==> src/rtl/mem_access_pkg.sv <==
// ---------------------------------------------------------------------------
// mem_access_pkg
//   Shared constants for the MEM stage: reset / write-enable polarities,
//   RISC-V load/store funct3 encodings, FSM state encoding, the writeback
//   record, and the store-side lane helpers (byte enables, data replication,
//   alignment check).
// ---------------------------------------------------------------------------
package mem_access_pkg;

    // Polarities
    localparam logic RstEnable   = 1'b1;
    localparam logic WriteEnable = 1'b1;

    // Load/store width encodings (funct3)
    localparam logic [2:0] F3_B  = 3'b000;
    localparam logic [2:0] F3_H  = 3'b001;
    localparam logic [2:0] F3_W  = 3'b010;
    localparam logic [2:0] F3_BU = 3'b100;
    localparam logic [2:0] F3_HU = 3'b101;

    // Stage FSM
    localparam logic [0:0] ST_RUN  = 1'b0;
    localparam logic [0:0] ST_TRAP = 1'b1;

    // Registered MEM/WB result
    typedef struct packed {
        logic        valid;
        logic [4:0]  rd;
        logic        we;
        logic [31:0] data;
    } wb_t;

    // Unsupported encodings are reported as misaligned so they trap the
    // same way instead of silently doing something odd.
    function automatic logic is_misaligned(input logic [2:0] funct3,
                                           input logic [1:0] lo);
        logic bad;
        case (funct3)
            F3_B, F3_BU: bad = 1'b0;
            F3_H, F3_HU: bad = lo[0];
            F3_W:        bad = (lo != 2'b00);
            default:     bad = 1'b1;
        endcase
        return bad;
    endfunction

    // Byte lane enables for an access of the given width at address lo.
    function automatic logic [3:0] store_sel(input logic [2:0] funct3,
                                             input logic [1:0] lo);
        logic [3:0] sel;
        case (funct3)
            F3_B, F3_BU: sel = 4'b0001 << lo;
            F3_H, F3_HU: sel = 4'b0011 << lo;
            F3_W:        sel = 4'b1111;
            default:     sel = 4'b0000;
        endcase
        return sel;
    endfunction

    // Right-aligned store data spread across lanes; the RAM picks the
    // correct copy through the byte enables, so no shift is needed.
    function automatic logic [31:0] store_data(input logic [2:0]  funct3,
                                               input logic [31:0] wdata);
        logic [31:0] d;
        case (funct3)
            F3_B, F3_BU: d = {4{wdata[7:0]}};
            F3_H, F3_HU: d = {2{wdata[15:0]}};
            default:     d = wdata;
        endcase
        return d;
    endfunction

endpackage

==> src/rtl/mem_access_load_align.sv <==
// ---------------------------------------------------------------------------
// load_align
//   Purely combinational load lane extraction and sign/zero extension.
//   Ports:
//     word   in  32  raw RAM read word
//     lane   in  2   byte address bits [1:0]
//     funct3 in  3   load width/sign encoding
//     data   out 32  extended, right-aligned load result
// ---------------------------------------------------------------------------
module load_align
    import mem_access_pkg::*;
(
    input  logic [31:0] word,
    input  logic [1:0]  lane,
    input  logic [2:0]  funct3,
    output logic [31:0] data
);

    logic [31:0] shifted;
    logic [7:0]  byte_v;
    logic [15:0] half_v;

    always_comb begin
        // Bring the addressed lane down to bit 0; halfword alignment is
        // already guaranteed for H/HU so lane[0] is 0 there.
        shifted = word >> {lane, 3'b000};
        byte_v  = shifted[7:0];
        half_v  = shifted[15:0];
        case (funct3)
            F3_B:    data = {{24{byte_v[7]}}, byte_v};
            F3_BU:   data = {24'h0, byte_v};
            F3_H:    data = {{16{half_v[15]}}, half_v};
            F3_HU:   data = {16'h0, half_v};
            default: data = word;
        endcase
    end

endmodule

==> src/rtl/mem_access.sv <==
// ---------------------------------------------------------------------------
// mem_access
//   Single-issue MEM pipeline stage. Accepts one EX/MEM request per cycle,
//   drives a combinational-read / synchronous-write data RAM, and registers
//   the writeback result one cycle later behind a valid/ready handshake.
//   Misaligned or unsupported accesses raise a sticky trap that blocks the
//   stage until flush_i.
//   Ports:
//     clk, rst                    clock, synchronous active-high reset
//     ex_valid_i / ex_ready_o     EX/MEM handshake
//     ex_mem_en_i, ex_mem_wr_i    memory op / store select
//     ex_funct3_i                 access width and sign
//     ex_addr_i, ex_wdata_i       byte address (or ALU result), store data
//     ex_rd_i, ex_rd_we_i         destination register and enable
//     flush_i                     kill in-flight request and pending result
//     ram_we_o, ram_sel_o         RAM write enable and byte lanes
//     ram_addr_o, ram_data_o      RAM byte address and lane-aligned data
//     ram_data_i                  RAM read word (combinational)
//     wb_valid_o / wb_ready_i     MEM/WB handshake
//     wb_rd_o, wb_we_o, wb_data_o writeback payload
//     exc_o, exc_addr_o           misaligned trap flag and faulting address
// ---------------------------------------------------------------------------
module mem_access
    import mem_access_pkg::*;
#(
    parameter int DataMemNumLog2 = 10
) (
    input  logic                      clk,
    input  logic                      rst,

    input  logic                      ex_valid_i,
    output logic                      ex_ready_o,
    input  logic                      ex_mem_en_i,
    input  logic                      ex_mem_wr_i,
    input  logic [2:0]                ex_funct3_i,
    input  logic [31:0]               ex_addr_i,
    input  logic [31:0]               ex_wdata_i,
    input  logic [4:0]                ex_rd_i,
    input  logic                      ex_rd_we_i,
    input  logic                      flush_i,

    output logic                      ram_we_o,
    output logic [3:0]                ram_sel_o,
    output logic [DataMemNumLog2+1:0] ram_addr_o,
    output logic [31:0]               ram_data_o,
    input  logic [31:0]               ram_data_i,

    output logic                      wb_valid_o,
    input  logic                      wb_ready_i,
    output logic [4:0]                wb_rd_o,
    output logic                      wb_we_o,
    output logic [31:0]               wb_data_o,

    output logic                      exc_o,
    output logic [31:0]               exc_addr_o
);

    logic [0:0]  state;
    wb_t         wb_q;
    wb_t         wb_d;
    logic        accept;
    logic        misaligned;
    logic        good_mem;
    logic [31:0] load_data;

    // ------------------------------------------------------------------
    // Handshake
    // ------------------------------------------------------------------
    // Reset is folded in so a request held across reset is never taken.
    assign ex_ready_o = (rst != RstEnable) && (state == ST_RUN)
                        && (!wb_q.valid || wb_ready_i);
    assign accept     = ex_valid_i && ex_ready_o && !flush_i;

    // Alignment only matters for real memory ops; ALU pass-through is free.
    assign misaligned = ex_mem_en_i && is_misaligned(ex_funct3_i, ex_addr_i[1:0]);
    assign good_mem   = accept && ex_mem_en_i && !misaligned;

    // ------------------------------------------------------------------
    // RAM side (combinational in the accept cycle)
    // ------------------------------------------------------------------
    assign ram_addr_o = ex_addr_i[DataMemNumLog2+1:0];
    assign ram_we_o   = (good_mem && ex_mem_wr_i) ? WriteEnable : ~WriteEnable;
    assign ram_sel_o  = good_mem ? store_sel(ex_funct3_i, ex_addr_i[1:0]) : 4'b0000;
    assign ram_data_o = store_data(ex_funct3_i, ex_wdata_i);

    load_align u_load_align (
        .word   (ram_data_i),
        .lane   (ex_addr_i[1:0]),
        .funct3 (ex_funct3_i),
        .data   (load_data)
    );

    // ------------------------------------------------------------------
    // Next writeback payload
    // ------------------------------------------------------------------
    always_comb begin
        wb_d       = '0;
        wb_d.valid = 1'b1;
        wb_d.rd    = ex_rd_i;
        if (!ex_mem_en_i) begin
            wb_d.we   = ex_rd_we_i;
            wb_d.data = ex_addr_i;
        end else if (ex_mem_wr_i) begin
            // Stores complete through MEM/WB but never write the regfile.
            wb_d.we   = 1'b0;
            wb_d.data = 32'h0;
        end else begin
            wb_d.we   = ex_rd_we_i;
            wb_d.data = load_data;
        end
    end

    // ------------------------------------------------------------------
    // MEM/WB register
    // ------------------------------------------------------------------
    always_ff @(posedge clk) begin
        if (rst == RstEnable) begin
            wb_q <= '0;
        end else if (flush_i) begin
            wb_q.valid <= 1'b0;
        end else if (accept) begin
            // Accept implies any older result was just handed off, so a
            // trapping request simply leaves the slot empty.
            if (misaligned) begin
                wb_q.valid <= 1'b0;
            end else begin
                wb_q <= wb_d;
            end
        end else if (wb_ready_i) begin
            wb_q.valid <= 1'b0;
        end
    end

    assign wb_valid_o = wb_q.valid;
    assign wb_rd_o    = wb_q.rd;
    assign wb_we_o    = wb_q.we;
    assign wb_data_o  = wb_q.data;

    // ------------------------------------------------------------------
    // Trap FSM
    // ------------------------------------------------------------------
    always_ff @(posedge clk) begin
        if (rst == RstEnable) begin
            state      <= ST_RUN;
            exc_o      <= 1'b0;
            exc_addr_o <= 32'h0;
        end else begin
            case (state)
                ST_RUN: begin
                    if (accept && misaligned) begin
                        state      <= ST_TRAP;
                        exc_o      <= 1'b1;
                        exc_addr_o <= ex_addr_i;
                    end
                end
                ST_TRAP: begin
                    // Faulting address is left in place for the handler.
                    if (flush_i) begin
                        state <= ST_RUN;
                        exc_o <= 1'b0;
                    end
                end
                default: begin
                    state <= ST_RUN;
                    exc_o <= 1'b0;
                end
            endcase
        end
    end

endmodule

==> config.mk <==
export PLATFORM = sky130hd
export DESIGN_NAME = mem_access
export DESIGN_NICKNAME = d
export VERILOG_FILES = /design/src/rtl/mem_access_pkg.sv /design/src/rtl/mem_access_load_align.sv /design/src/rtl/mem_access.sv
export SDC_FILE = /design/constraint.sdc
export NUM_CORES = 1
export LEC_CHECK = 0
export BUFFER_PORTS_ARGS = -buffer_cell sky130_fd_sc_hd__buf_2
export CORE_ASPECT_RATIO = 1.4
export CORE_MARGIN = 5
export CORE_UTILIZATION = 41
export CTS_BUF_LIST = sky130_fd_sc_hd__clkbuf_4 sky130_fd_sc_hd__clkbuf_8 sky130_fd_sc_hd__clkbuf_16
export DETAILED_ROUTE_END_ITERATION = 6
export PLACE_DENSITY = 0.78
export SYNTH_ARGS = -nofsm -noshare
export SYNTH_HDL_FRONTEND = slang
export SYNTH_SLANG_ARGS = --single-unit
export TNS_END_PERCENT = 10
==> constraint.sdc <==
create_clock -name clk -period 1.6 [get_ports clk]
set_input_delay 0.16 -clock clk [delete_from_list [all_inputs] [get_ports clk]]
set_output_delay 0.16 -clock clk [all_outputs]
set_load 0.02 [all_outputs]
==> results.tsv <==
metric	value	unit
status	finished with violations	
violations	setup timing	
cp-start-kind	flop	
rows	44	
clock_path_buffers	2	
finalCritPeriodShare	105	%
cpMaxStageDelayCell	dfxtp_4	
clk_pin_slew	0.06	ns
die_h	131	um
crit_path_end_kind	output port	
slew_headroom	59.3	%
syn_inst	511	
cts-buffers-inserted	9	
p_comb_share	23.5	%
clock-sinks	73	
max_stage_delay	0.35	ns
antenna_found_initial	2	
gr-usage-all-layers	26.0	%
post_drt_wl_per_cell	19.6	um
clockPowerShare	41.1	%
p_leak	0.00275	uW
ant_nets	0	
drcViolationCount	0	
cts_root_buf	clkbuf_16	
synth_seq_cells	73	
switchingPower	1610	uW
ctsHoldBuffers	0	
grt.overflow.total	0	
area_growth	45.4	%
p_int	3760	uW
worst_hold_path_type	input pin to flop	
fin_worst_skew	0.00553	ns
worstPathRequired	1.44	ns
finalHoldViolCount	0	
power.total	5370	uW
viasPerCell	5.85	
setup_tns	-0.326	ns
nets	844	
maxCapViolations	0	
multi_input_area	2460	um^2
seqPwrFrac	35.4	%
cp.arrival	1.51	ns
drive_gt1_share	46.9	%
dieArea	12500	um^2
fmax	598	MHz
core_area	10300	um^2
p_per_area	868	nW/um^2
worstMarginPinSlew	0.610	ns
drt_iter0_drc	488	
syn_nets	623	
dpl.cell_count	850	
clock_latency	0.33	ns
seq_area_frac_synth	34.3	%
gp_congestion	0.919	
ir_drop	0.620	mV
p_sw_share	30.0	%
netlist_area	4260	um^2
synth.avg_cell_area	8.33	um^2
fill_cells	893	
path_cells	nor2b_4, and3_4, nand3_4, a21oi_4, buf_6	
register_area	1470	um^2
drtPass1Iterations	5	
finalCriticalPeriod	1.67	ns
grt_max_degree	52	
ys_warn_count	0	
fin_util	60.1	%
finalWorstSetupSlack	-0.0735	ns
grt_first_pass_wirelength	25500	um
die_w	96.1	um
io_pins	234	
start_util	41.3	%
crit_type	flop to output port	
cts_tree	yes	
vias	5135	
synth_cell_types	44	
cp_max_fo	4	
routed_wl	17200	um
rsz0062_at_grt	true	
instances_no_fill	878	
maxSlewViolCount	0	
dpl.hpwl	12800	um
io_buffer_count	233	
grt_pass1_vias	4840	
htree_levels	3	
setup_viol	5	
-- layout make-up --
type / count / area share [%]
antenna: 3 / 0.121
sequential: 73 / 23.7
timing repair buffer: 286 / 27.9
tap: 138 / 2.79
clock buffer: 9 / 3.64
clock inverter: 7 / 1.64
multi-input combinational: 353 / 39.7
inverter: 9 / 0.546
-- flip-flops by register name, indices dropped and copies added, names as in the netlist --
signal	cells
exc_addr_o	32
wb_valid_o	1
exc_o	1
wb_rd_o	5
state	1
wb_data_o	32
wb_we_o	1
-- per-stage QoR --
stage	setup WS (ns)	instance area (um^2)	hold slack [ns]
2_1_floorplan	-0.104	4320	0.239
3_3_place_gp	-0.0805	5660	0.374
3_5_place_dp	-0.117	5660	0.380
4_1_cts	-0.0493	6150	0.0359
5_1_grt	-0.135	6180	0.0485
6_report	-0.0735	6190	0.0629
-- power groups by stage --
| stage | clock network, uW | registers [uW] | logic (uW) |
|---|---|---|---|
| after floorplan | 0 | 2010 | 646 |
| after global placement | 0 | 1940 | 1170 |
| after detailed placement | 0 | 1940 | 1200 |
| after CTS | 2230 | 1900 | 1240 |
| after global routing | 2300 | 1910 | 1340 |
| final | 2210 | 1900 | 1260 |
-- critical path, delay by kind of cell (launching register included) --
| kind | cells | cell delay [ns] |
|---|---|---|
| AND/OR/NAND/NOR | 3 | 0.55 |
| flip-flops | 1 | 0.35 |
| AO/OA/AOI/OAI | 1 | 0.15 |
| buffers and inverters | 1 | 0.13 |
-- worst paths after layout --
check	from	to	slack, ns	cells past startpoint
max	state$_SDFF_PP0_	ram_sel_o[1]	-0.07	5
max reg2reg	state$_SDFF_PP0_	wb_data_o[15]$_SDFFE_PP0P_	0	7
min	flush_i	wb_valid_o$_SDFFE_PP0P_	0.06	2
min reg2reg	exc_addr_o[0]$_SDFFE_PP0P_	exc_addr_o[0]$_SDFFE_PP0P_	0.47	2
-- Yosys cell counts --
master / number / area share [%]
a211oi_1: 15 / 2.6
a211oi_2: 10 / 2.9
a211oi_4: 1 / 0.47
a21o_1: 1 / 0.18
a21oi_1: 78 / 9.2
a221o_1: 1 / 0.24
a221oi_1: 6 / 1.2
a222oi_1: 7 / 1.6
a22oi_1: 16 / 2.8
a311oi_1: 8 / 1.6
a311oi_4: 1 / 0.62
a31o_2: 1 / 0.21
a31oi_1: 1 / 0.15
and3_1: 2 / 0.29
buf_1: 8 / 0.71
buf_2: 12 / 1.4
buf_4: 21 / 3.7
buf_6: 2 / 0.53
clkbuf_1: 33 / 2.9
dfxtp_1: 73 / 34
inv_1: 9 / 0.79
mux2_2: 16 / 4.2
mux2i_1: 26 / 6.1
mux4_2: 1 / 0.53
nand2_1: 22 / 1.9
nand2b_1: 4 / 0.59
nand3_1: 39 / 4.6
nand4_1: 1 / 0.15
nor2_1: 12 / 1.1
nor2_2: 1 / 0.15
nor2b_1: 6 / 0.88
nor3_1: 2 / 0.24
nor3b_1: 1 / 0.18
nor4b_1: 1 / 0.21
o21a_1: 2 / 0.35
o21ai_0: 52 / 6.1
o21bai_1: 1 / 0.18
o221a_1: 1 / 0.26
o221ai_1: 1 / 0.21
o221ai_2: 1 / 0.35
o22a_1: 5 / 1.0
o2bb2ai_1: 8 / 1.6
o31a_1: 1 / 0.21
or3_1: 1 / 0.15
-- cells in the final DEF (no fill, tap or decap), types with 7 or more instances in the layout --
master / netlist / routed
a211oi_1: 15 / 15
a211oi_2: 10 / 10
a21oi_1: 78 / 75
a222oi_1: 7 / 7
a22oi_1: 16 / 16
a311oi_1: 8 / 8
buf_12: 0 / 8
buf_2: 12 / 228
buf_4: 21 / 43
clkbuf_16: 0 / 9
dfxtp_1: 73 / 72
inv_1: 9 / 9
mux2_2: 16 / 16
mux2i_1: 26 / 26
nand2_1: 22 / 22
nand3_1: 39 / 37
nor2_1: 12 / 10
o21ai_0: 52 / 40
o21ai_1: 0 / 12
o2bb2ai_1: 8 / 8
-- repair_timing --
item                       in CTS  in global routing
resized for setup              22                 18
pin swaps                       3                  2
setup buffers                   8                  0
cloned                          1                  0
setup endpoints to repair      10                 52
-- layer usage --
metal,wire (um),track usage [%]
met1,6600,33.1
met2,8430,43.5
met3,1520,4.93
met4,670,9.38
met5,7,0
-- cells by family (layout without fill, tap and decap cells) --
logic type	count (synthesis)	in the layout	share of synthesized area (%)
mux	43	43	10.9
buf+inv	85	311	10.1
compound gates	218	218	34.3
flops	73	73	34.3
simple gates	92	92	10.4
other cells	0	3	0
Note: power is estimated with default switching activity, not from simulation.
